`src/rtl/conv_mask_mac_p_if.sv`:
```
// Sample/result bus for conv_mask_mac_p.
//
// Handshake: the engine is always ready. A (a, b) pair is accepted on every
// rising clk edge where act=1; there is no back-pressure. result_valid is a
// one-cycle strobe with no ready; result keeps its value between strobes.
// c_i reports the tap slot the next accepted pair will fill.
//
// The master drives samples (the producer); the slave is the engine.
interface conv_mask_mac_p_if #(
  parameter int DATA_W = 8,
  parameter int COEF_W = 8,
  parameter int ACC_W  = 21,
  parameter int IDX_W  = 4
);
  logic              act;
  logic [DATA_W-1:0] a;
  logic [COEF_W-1:0] b;
  logic [ACC_W-1:0]  result;
  logic              result_valid;
  logic [IDX_W-1:0]  c_i;

  // Sample producer side
  modport master (
    output act,
    output a,
    output b,
    input  result,
    input  result_valid,
    input  c_i
  );

  // Engine side
  modport slave (
    input  act,
    input  a,
    input  b,
    output result,
    output result_valid,
    output c_i
  );
endinterface

```
`src/rtl/conv_mask_mac_p.sv`:
```
// conv_mask_mac_p: streaming multiply-accumulate for convolution masks.
//
// One (pixel, coefficient) pair per active cycle; TAPS products form one
// window sum, emitted (arithmetically shifted by SHIFT) with a single-cycle
// valid strobe two edges after the last tap is accepted.
//
// Build option: define CONV_MASK_SAT_EN to clamp the shifted sum to the
// pixel range [0, 2^DATA_W-1]. Without it the raw signed sum is emitted.
//
// Pipeline:
//   stage 1 (acceptance edge): product, first-tap and last-tap flags
//   stage 2 (next edge)      : accumulate; on last tap, load result + strobe
// Requirements on parameters: 2^IDX_W >= TAPS, ACC_W > DATA_W and
// ACC_W >= DATA_W+COEF_W+1 (product fits the accumulator).
module conv_mask_mac_p #(
  parameter int DATA_W = 8,
  parameter int COEF_W = 8,
  parameter int TAPS   = 9,
  parameter int IDX_W  = 4,
  parameter int ACC_W  = 21,
  parameter int SHIFT  = 0
) (
  input  logic                clk,
  input  logic                rst,
  conv_mask_mac_p_if.slave    bus
);

  localparam int PROD_W = DATA_W + COEF_W + 1;

  // Last tap index in counter width, used for wrap and last-flag detection.
  localparam logic [IDX_W-1:0] LAST_IDX = IDX_W'(TAPS - 1);

  // ---------------------------------------------------------------------
  // Product formation
  // ---------------------------------------------------------------------
  // The pixel is unsigned: prepend a zero so it can join a signed multiply
  // without being misread as negative.
  logic signed [DATA_W:0]   a_ext;
  logic signed [COEF_W-1:0] b_sgn;
  logic signed [PROD_W-1:0] prod_w;
  logic signed [ACC_W-1:0]  prod_ext;

  assign a_ext    = {1'b0, bus.a};
  assign b_sgn    = bus.b;
  // Both operands are sign-extended to the full product width first, so
  // the multiply is exact and lint sees matching widths.
  assign prod_w   = PROD_W'(a_ext) * PROD_W'(b_sgn);
  assign prod_ext = ACC_W'(prod_w);

  // ---------------------------------------------------------------------
  // State
  // ---------------------------------------------------------------------
  logic [IDX_W-1:0]        c_i_q;
  logic                    s1_valid;
  logic                    s1_first;
  logic                    s1_last;
  logic signed [ACC_W-1:0] s1_prod;
  logic signed [ACC_W-1:0] acc;
  logic [ACC_W-1:0]        result_q;
  logic                    valid_q;

  // ---------------------------------------------------------------------
  // Accumulate and output shaping
  // ---------------------------------------------------------------------
  logic signed [ACC_W-1:0] acc_next;
  logic signed [ACC_W-1:0] shifted;
  logic [ACC_W-1:0]        shaped;

  // A first-tap product replaces the running sum, so consecutive windows
  // never leak into each other even when they abut without a gap.
  assign acc_next = s1_first ? s1_prod : (acc + s1_prod);
  assign shifted  = acc_next >>> SHIFT;

`ifdef CONV_MASK_SAT_EN
  localparam logic signed [ACC_W-1:0] PIX_MAX = ACC_W'((1 << DATA_W) - 1);

  // Clamp to the pixel range so the result can feed a pixel path directly.
  always_comb begin
    shaped = shifted;
    if (shifted[ACC_W-1]) begin
      shaped = '0;
    end else if (shifted > PIX_MAX) begin
      shaped = PIX_MAX;
    end
  end
`else
  // Raw signed shifted sum; no clamp hardware in this build.
  always_comb begin
    shaped = shifted;
  end
`endif

  // ---------------------------------------------------------------------
  // Sequential logic
  // ---------------------------------------------------------------------

  // Tap counter: advances per accepted sample, wraps at TAPS-1, holds in gaps.
  always_ff @(posedge clk) begin
    if (rst) begin
      c_i_q <= '0;
    end else if (bus.act) begin
      if (c_i_q == LAST_IDX) begin
        c_i_q <= '0;
      end else begin
        c_i_q <= c_i_q + IDX_W'(1);
      end
    end
  end

  // Stage 1: capture the product and its position within the window.
  always_ff @(posedge clk) begin
    if (rst) begin
      s1_valid <= 1'b0;
      s1_first <= 1'b0;
      s1_last  <= 1'b0;
      s1_prod  <= '0;
    end else begin
      s1_valid <= bus.act;
      if (bus.act) begin
        s1_first <= (c_i_q == '0);
        s1_last  <= (c_i_q == LAST_IDX);
        s1_prod  <= prod_ext;
      end
    end
  end

  // Stage 2: accumulate; the last tap publishes the window and strobes valid.
  always_ff @(posedge clk) begin
    if (rst) begin
      acc      <= '0;
      result_q <= '0;
      valid_q  <= 1'b0;
    end else begin
      valid_q <= s1_valid && s1_last;
      if (s1_valid) begin
        acc <= acc_next;
        if (s1_last) begin
          result_q <= shaped;
        end
      end
    end
  end

  // ---------------------------------------------------------------------
  // Outputs
  // ---------------------------------------------------------------------
  assign bus.c_i          = c_i_q;
  assign bus.result       = result_q;
  assign bus.result_valid = valid_q;

endmodule

```
`src/flat_wrapper.sv`:
```
// flat-port wrapper written by rule: the top's interface ports become plain ports
module conv_mask_mac_p_flat 
#(
  parameter int DATA_W = 8,
  parameter int COEF_W = 8,
  parameter int TAPS   = 9,
  parameter int IDX_W  = 4,
  parameter int ACC_W  = 21,
  parameter int SHIFT  = 0
)
  (clk, rst, bus_act, bus_a, bus_b, bus_result, bus_result_valid, bus_c_i);
  conv_mask_mac_p_if #(.DATA_W(DATA_W), .COEF_W(COEF_W), .ACC_W(ACC_W), .IDX_W(IDX_W)) bus_i ();
  input  logic clk;
  input  logic rst;
  input wire logic [$bits(bus_i.act)-1:0] bus_act;
  input wire logic [$bits(bus_i.a)-1:0] bus_a;
  input wire logic [$bits(bus_i.b)-1:0] bus_b;
  output wire logic [$bits(bus_i.result)-1:0] bus_result;
  output wire logic [$bits(bus_i.result_valid)-1:0] bus_result_valid;
  output wire logic [$bits(bus_i.c_i)-1:0] bus_c_i;
  assign bus_i.act = bus_act;
  assign bus_i.a = bus_a;
  assign bus_i.b = bus_b;
  assign bus_result = bus_i.result;
  assign bus_result_valid = bus_i.result_valid;
  assign bus_c_i = bus_i.c_i;
  conv_mask_mac_p #(.DATA_W(DATA_W), .COEF_W(COEF_W), .TAPS(TAPS), .IDX_W(IDX_W), .ACC_W(ACC_W), .SHIFT(SHIFT)) u_core (.clk(clk), .rst(rst), .bus(bus_i));
endmodule
```
`config.mk`:
```
export PLATFORM = sky130hd
export DESIGN_NAME = conv_mask_mac_p_flat
export DESIGN_NICKNAME = d
export VERILOG_FILES = /design/src/rtl/conv_mask_mac_p_if.sv /design/src/rtl/conv_mask_mac_p.sv /design/src/flat_wrapper.sv
export SDC_FILE = /design/constraint.sdc
export NUM_CORES = 1
export LEC_CHECK = 0
export CORE_MARGIN = 2
export CORE_UTILIZATION = 35
export CTS_BUF_LIST = sky130_fd_sc_hd__clkbuf_16
export CTS_CLUSTER_DIAMETER = 40
export DETAILED_ROUTE_END_ITERATION = 12
export MAX_ROUTING_LAYER = met4
export PLACE_DENSITY = 0.5
export SKIP_CTS_REPAIR_TIMING = 1
export SLEW_MARGIN = 20
export SYNTH_ARGS = -nofsm -noshare
export SYNTH_HDL_FRONTEND = slang
export SYNTH_SLANG_ARGS = --single-unit
```
`constraint.sdc`:
```
create_clock -name clk -period 7.1 [get_ports clk]
set_input_delay 1.42 -clock clk [delete_from_list [all_inputs] [get_ports clk]]
set_output_delay 1.42 -clock clk [all_outputs]
set_load 0.005 [all_outputs]
```
---- After elaboration in Yosys (flattened, before gate mapping) ----
Cells that the tools add are included.
storage, ports and cells
  register bits after elaboration ......... 67
  bits in latches ......................... 0
  bits in writable memories ............... 0
  memory bits (read-only) ................. 0
  input port bits ......................... 19
  output and inout bits ................... 26
  logic and storage cells ................. 17
  memories kept ........................... 0
operators by class
  add/subtract/negate cells ............... 2
  $mul .................................... 1
  div/mod/pow operators ................... 0
  $lt $le $gt $ge ......................... 0
  equal/unequal tests ..................... 1
  shift-type cells ........................ 0
  muxes and demuxes ....................... 2
  bitwise gates (word level) .............. 0
  reduce and logical (&&, ||, !) cells .... 3
operators by type and width
  cell                                                           number
  21-bit by 17-bit adder with 21-bit output                      1
  21-bit 2-to-1 mux                                              1
  9-bit by 8-bit multiplier with 17-bit output                   1
  4-bit by 1-bit adder with 4-bit output, second input constant  1
  4-bit equality test, second input constant                     1
  4-bit zero test                                                1
  4-bit 2-to-1 mux                                               1
  2-bit AND reduction                                            1
  1-bit logical AND                                              1

---- Logic depth before layout (Yosys ltp) ----
Gate-level depths: netlist (run 1).
  depth in word-level cells ............... 2
  depth in mapped cells ................... 19
  depth with buffers taken out ............ 19

---- Worst setup path before layout (run 1) ----
No wires, ideal clock.
  kind .................................... input-to-reg
  from .................................... input port bus_b[7]
  to ...................................... register u_core.s1_prod[13]
  library setup time ...................... 128 ps
  arrival time ............................ 5137 ps
  data required time ...................... 6972 ps
  path slack .............................. 1835 ps
  stages on the path ...................... 16
  path buffers ............................ 0
  cells stage by stage .................... inv_1 nor2_1 fa_1 fa_1 fa_1 inv_1 fa_1 inv_1 ha_1 o21a_1 o21a_1 and3_1 a211oi_1 xnor2_1 mux2i_1 nor2_1
on the way
  cells in the longest elaborated chain, start to end .. 1
RTL lines
  what                                          line                    text
  from (decl)                                   flat_wrapper.sv:17      input wire logic [$bits(bus_i.b)-1:0] bus_b;
  9-bit by 8-bit multiplier with 17-bit output  conv_mask_mac_p.sv:47   assign prod_w = PROD_W'(a_ext) * PROD_W'(b_sgn);
  to (signal assigned)                          conv_mask_mac_p.sv:122  s1_prod <= prod_ext;
  to (decl)                                     conv_mask_mac_p.sv:57   logic signed [ACC_W-1:0] s1_prod;
Every way passes these cells.
A chain may end at the register's enable or synchronous reset.

---- Worst setup path in the final report (run 1) ----
  from .................................... input port bus_b[7]
  to ...................................... register u_core.s1_prod[14]
Same word-level chain as after synthesis.

==> summary.txt, run 1 <==
Synth
  • Primary FF master, synth: dfxtp_1
  • Sequential share of the synthesized area: 22.56%
  • Flop and latch count out of synthesis: 67
  • Compound-cell area share of the yosys netlist: 18.44%
  • Synth Area in Simple Gates: 19.20%
  • Synth cell types: 64
  • XOR/XNOR share of the synthesized area: 2.799%
  • Syn Inst Count: 704
  • Post-synthesis adder-cell area fraction: 26.48%
  • Syn Area/Cell: 8.444 um^2
  • Post-Syn Area: 0.005944 mm^2
  • Post-Syn Nets: 826
  • EDFF count, synth: 0
  • Ys async rst share: 0%
  • Synth warn: 0
  • Post-synthesis mux area share: 3.368%
  • Largest family of logic cells by synthesized area: adder cells

Place
  • Port buffer count: 44
  • Post-place instance area: 0.006515 mm^2
  • Global placement routability congestion: 0.9034
  • Dpl hpwl: 10,670 um

Power
  • Flop pwr share: 26.9%
  • Power per Cell Area: 244.2 mW/mm^2
  • Net load switching power: 0.6036 mW
  • Worst vdd ir: 0.1234 mV
  • Power share of the combinational group: 42.7%
  • Power Internal: 1.071 mW
  • Clock share of power: 30.4%
  • Sw frac: 36.04%
  • Leak: 2.994 nW

Timing
  • Relative max-transition margin: 35.41%
  • Min Tclk post-route: 5.766 ns
  • Crit share post-route: 81.21%
  • Final Hold Fails: 0
  • Final Skew: 0.008738 ns
  • Slew of the pin with the lowest slew margin: 0.9659 ns
  • FMAX: 173.4 MHz
  • Fin. max-slew vios: 0
  • Endpoints failing setup: 0
  • Final setup TNS: 0 ns
  • RSZ-0062 raised after global routing: false

Finish
  • Most frequent cells in the layout: nor2_1 (72), inv_1 (67), dfxtp_1 (67), ha_1 (65), nand2_1 (51)
  • Share of layout cells above drive strength 1: 4.336%
  • # diodes: 0
  • Commonest non-fill, non-tap cell in the layout: nor2_1
  • Area grow syn2layout: 15.37%
  • Fin area: 0.006858 mm^2
  • Final core utilization: 41.35%
  • Final net count: 855

Floorplan
  • Die area: 0.01804 mm^2
  • Die width: 134.3 um
  • Core ar.: 0.01658 mm^2
  • Die height: 134.3 um
  • Std-Cell Rows: 47
  • Initial cell density of the core: 35.85%
  • Boundary Pins: 45

Clock network
  • Clock Latency Late Sink: 0.33 ns
  • Bufs on Longest Clock Path: 2
  • Clock sinks: 67
  • CTS clk-pin slew, worst paths: 0.06 ns
  • CTS tree: yes
  • H-tree levels: 3
  • Clock Tree Root: clkbuf_16
  • Total CTS buffers: 9

Min path
  • Min-Delay Path Class: flip-flop to flip-flop
  • Endpoint, Worst Hold: u_core.bus.result[1]
  • Worst Hold Depth: 2
  • Worst hold start: u_core.bus.result[1]

Setup path
  • R2r startpoint: u_core.s1_prod[16]
  • Critical path launch point type: input port
  • Setup crit end kind: flip-flop
  • Flop-to-flop setup slack: 4.46 ns
  • RR Endpoint: u_core.bus.result[20]
  • Crit Path Category: input port to flip-flop
  • Worst R2R Path Depth: 7
  • CP max FO: 6
  • WP data arrival: 5.93 ns
  • CP Data Required Time: 7.27 ns

Global routing
  • Largest net degree at the start of global routing: 62
  • First-pass GRT wire length: 23,600 um
  • Gr usage total: 16.49%
  • Initial antenna violation count: 0
  • Vias in the first global route: 4,846
  • Grt total ovfl: 0

Routing
  • Starting DRT DRC Count: 236
  • ANT nets after route: 0
  • Vias/cell: 5.140
  • Router iterations before antenna repair: 4
  • DRC viols: 0
  • Routed vias: 4,924
  • Wirelength per Cell: 14.44 um
  • WL final: 13,840 um

Flow run
  • MaxCap Viol Count: 0

Run status
  • Status: finished clean
[worst max path at each step]
stage	start	slack (ns)	cells after the start	to
floorplan	bus_b[7]	1.83	16	u_core.s1_prod[13]
global placement	bus_a[0]	1.06	16	u_core.s1_prod[14]
detailed placement	bus_a[0]	0.94	16	u_core.s1_prod[14]
CTS	bus_a[0]	1.29	16	u_core.s1_prod[14]
global route	bus_a[0]	0.99	16	u_core.s1_prod[15]
finish	bus_b[7]	1.33	15	u_core.s1_prod[14]
[sequential cells by signal, indices dropped and copies added (netlist names)]
| signal | cells |
|---|---|
| u_core.s1_first | 1 |
| u_core.acc | 21 |
| u_core.s1_prod | 17 |
| u_core.s1_last | 1 |
| u_core.bus.c_i | 4 |
| u_core.s1_valid | 1 |
| u_core.bus.result | 21 |
| u_core.bus.result_valid | 1 |
[worst max-delay path, cell delays in order]
cell             delay (ns)
clkdlybuf4s50_1        0.59
inv_1                  0.17
nor2_1                 0.20
fa_1                   0.44
fa_1                   0.52
fa_1                   0.54
inv_1                  0.05
fa_1                   0.52
inv_1                  0.04
ha_1                   0.32
a21boi_0               0.36
o221ai_1               0.24
a21oi_1                0.20
mux2i_1                0.20
o311ai_0               0.13
[stage by stage]
step	power (mW)	instances	setup slack [ns]	hold WS, ns
floorplan	1.021	704	1.835	0.4527
global placement	1.172	942	1.062	0.4473
detailed placement	1.178	942	0.9366	0.4585
CTS	1.697	958	1.294	0.4680
global route	1.834	958	0.9948	0.4885
finish	1.675	958	1.334	0.4641
[synthesized netlist by cell type (all sizes together), types with 4 or more instances]
cell type	instances	area share, %
nor2b	10	1.1
dfxtp	67	23
a311oi	6	0.88
o21ai	38	3.2
a21o	10	1.3
nor2	72	4.5
nand3	7	0.59
inv	67	4.2
buf	11	1.1
and3	8	0.84
a21boi	4	0.51
xor2	9	1.3
nor4b	4	0.59
mux2i	20	3.4
ha	65	14
nor3	11	0.93
fa	38	13
a21oi	43	3.6
nand4	4	0.53
clkbuf	17	1.4
o21a	7	0.88
nand2b	7	0.74
a211oi	25	3.2
xnor2	10	1.5
and2	41	4.3
a31oi	11	1.2
nand2	51	3.2
[per-layer routing]
layer,track usage [%],part of all wire (%),vias up
met5,-,0,-
met4,4.971,1.4,0
met1,21.32,49,2330
met2,26.87,47,83
li1,-,-,2501
met3,2.268,3.0,10
[power by group through the flow]
stage / Combinational (mW) / Clock (mW) / Sequential (mW)
finish: 0.715 / 0.509 / 0.451
global route: 0.838 / 0.540 / 0.456
CTS: 0.725 / 0.521 / 0.451
detailed placement: 0.719 / 0 / 0.459
global placement: 0.715 / 0 / 0.457
floorplan: 0.581 / 0 / 0.440
[kinds of logic after synthesis]
kind of cell	after synthesis
simple gates	229
buf+inv	98
mux	20
compound gates	168
xor+xnor	19
fa+ha+maj	103
flops	67
[layout make-up]
class                      count  area, um^2
fill                        1685        9726
multi-input combinational    539        4178
sequential                    67        1341
timing repair buffer          48       465.4
tap                          220       275.3
inverter                      68       255.2
clock buffer                   9       225.2
clock inverter                 7       117.6
Power figures use the tool's default switching activity.
==> run 2, diff against run 1 <==
--- a/config.mk
+++ b/config.mk
@@ -11,7 +11,7 @@
 export CTS_CLUSTER_DIAMETER = 40
 export DETAILED_ROUTE_END_ITERATION = 12
 export MAX_ROUTING_LAYER = met4
-export PLACE_DENSITY = 0.5
+export PLACE_DENSITY = 0.52
 export SKIP_CTS_REPAIR_TIMING = 1
 export SLEW_MARGIN = 20
 export SYNTH_ARGS = -nofsm -noshare
==> constraint.sdc (replaced) <==
create_clock -name clk -period 4.8 [get_ports clk]
set_input_delay 0.96 -clock clk [delete_from_list [all_inputs] [get_ports clk]]
set_output_delay 0.96 -clock clk [all_outputs]
set_load 0.005 [all_outputs]
==> summary.txt, run 2 (synthesis results as in run 1) <==
Run status
  • Status: finished clean

Floorplan
  • Boundary Pins: 45
  • Die height: 134.3 um
  • Initial cell density of the core: 35.85%
  • Die width: 134.3 um
  • Die area: 0.01804 mm^2
  • Core ar.: 0.01658 mm^2
  • Std-Cell Rows: 47

Timing
  • Crit share post-route: 95.76%
  • PnR worst setup slack: 0.2036 ns
  • Final Hold Fails: 0
  • FMAX: 217.6 MHz
  • Relative max-transition margin: 51.96%
  • RSZ-0062 raised after global routing: false
  • Final Skew: 0.009836 ns
  • Min Tclk post-route: 4.596 ns
  • Endpoints failing setup: 0
  • Fin. max-slew vios: 0
  • Hold_ws: 0.4564 ns
  • Slew of the pin with the lowest slew margin: 0.7198 ns

Global routing
  • Initial antenna violation count: 0
  • Largest net degree at the start of global routing: 62
  • First-pass GRT wire length: 23,600 um
  • Gr usage total: 16.52%
  • Vias in the first global route: 4,894
  • Grt total ovfl: 0

Finish
  • Fin area: 0.007188 mm^2
  • FILL cells: 1,678
  • Most frequent cells in the layout: nor2_1 (71), dfxtp_1 (67), inv_1 (66), ha_1 (63), nand2_1 (51)
  • Commonest non-fill, non-tap cell in the layout: nor2_1
  • Area grow syn2layout: 20.92%
  • # diodes: 0
  • Fin cells: 1,002
  • Final net count: 899
  • Share of layout cells above drive strength 1: 13.30%

Routing
  • WL final: 14,090 um
  • Wirelength per Cell: 14.06 um
  • ANT nets after route: 0
  • Vias/cell: 5.024
  • Starting DRT DRC Count: 237
  • Routed vias: 5,034
  • Router iterations before antenna repair: 4
  • DRC viols: 0

Setup path
  • Critical-path top delay cell: fa_1
  • Worst Path Buf+Inv: 6
  • Setup crit end kind: flip-flop
  • Crit-path leading delay family: adder cells
  • WP data arrival: 4.82 ns
  • Worst-path cell chain: clkbuf_2 -> nand2_1 -> fa_1 -> fa_1 -> inv_1 -> fa_1 -> inv_1 -> fa_1 -> inv_1 -> ha_1 -> inv_1 -> o21ai_2 -> a21oi_2 -> nand3b_1 -> buf_4 -> a311o_1
  • Flop-to-flop setup slack: 2.17 ns
  • Critical path launch point type: input port
  • Crit Path Category: input port to flip-flop
  • CP Data Required Time: 5.02 ns
  • CP max FO: 6
  • Largest stage delay on the critical path: 0.55 ns

Clock network
  • CTS clk-pin slew, worst paths: 0.06 ns
  • Total CTS buffers: 9
  • Bufs on Longest Clock Path: 2
  • Clock Tree Root: clkbuf_16
  • Clock Latency Late Sink: 0.34 ns
  • H-tree levels: 3
  • Clock sinks: 67
  • CTS tree: yes

Place
  • Post-place instance area: 0.006835 mm^2
  • Pre-CTS setup slack: -0.7313 ns
  • Dpl cells: 984
  • Global placement routability congestion: 0.9387
  • Port buffer count: 44
  • Dpl hpwl: 11,010 um

Power
  • Power per Cell Area: 366.1 mW/mm^2
  • Worst vdd ir: 0.1343 mV
  • Leak: 3.251 nW

Flow run
  • MaxCap Viol Count: 0

Min path
  • Min-Delay Path Class: flip-flop to flip-flop
-- run 2: changes by cell type in the layout (fill, tap and decap cells not counted), sizes merged --
| cell | delta |
|---|---|
| buf | +44 |
| clkdlybuf4s50 | -16 |
| clkbuf | +11 |
| dlymetal6s2s | +5 |
| clkinv | +3 |
| bufinv | -2 |
| clkinvlp | -1 |
-- run 2: per-stage QoR --
stage               TNS [ns]  utilization (%)  total power [mW]
floorplan                  0                -             1.515
global placement      -5.283            41.22             1.913
detailed placement    -5.275            41.22             1.921
CTS                   -2.047            42.94             2.569
global route               0            43.35             2.866
finish                     0            43.35             2.632
-- run 2: layout make-up --
| type | count | area (um^2) | share of cell area [%] |
|---|---|---|---|
| sequential | 67 | 1341 | 18.66 |
| timing repair buffer | 92 | 753.2 | 10.48 |
| clock buffer | 9 | 225.2 | 3.133 |
| multi-input combinational | 539 | 4278 | 59.51 |
| inverter | 68 | 255.2 | 3.551 |
| clock inverter | 7 | 60.06 | 0.8355 |
| tap | 220 | 275.3 | 3.829 |
-- run 2: where the power goes --
| part | total (mW) | switching, mW | internal (mW) |
|---|---|---|---|
| Sequential | 0.665 | 0.0536 | 0.611 |
| Combinational | 1.33 | 0.669 | 0.664 |
| Clock | 0.633 | 0.239 | 0.395 |
| Total | 2.63 | 0.962 | 1.67 |
-- run 2: path summary, 6_finish.rpt --
check | from | endpoint | depth (start not counted)
setup / recovery | bus_a[2] | u_core.s1_prod[15] | 16
hold / removal | u_core.bus.result[1] | u_core.bus.result[1] | 2
setup reg to reg | u_core.s1_prod[16] | u_core.bus.result[20] | 7
hold reg to reg | u_core.bus.result[1] | u_core.bus.result[1] | 2
-- run 2: tightest hold or removal path, cell delays in order (launching register included) --
cell and delay, ns:
dfxtp_1 0.31, nand2_1 0.05, a21oi_1 0.05
-- run 2: layer usage --
layer	share of wire, %	global-route usage, %	vias up	wire length [um]
li1	-	-	2589	-
met1	49	21.04	2346	6855
met2	46	27.07	79	6540
met3	2.4	2.003	20	339
met4	2.5	5.906	0	352
met5	0	-	-	0
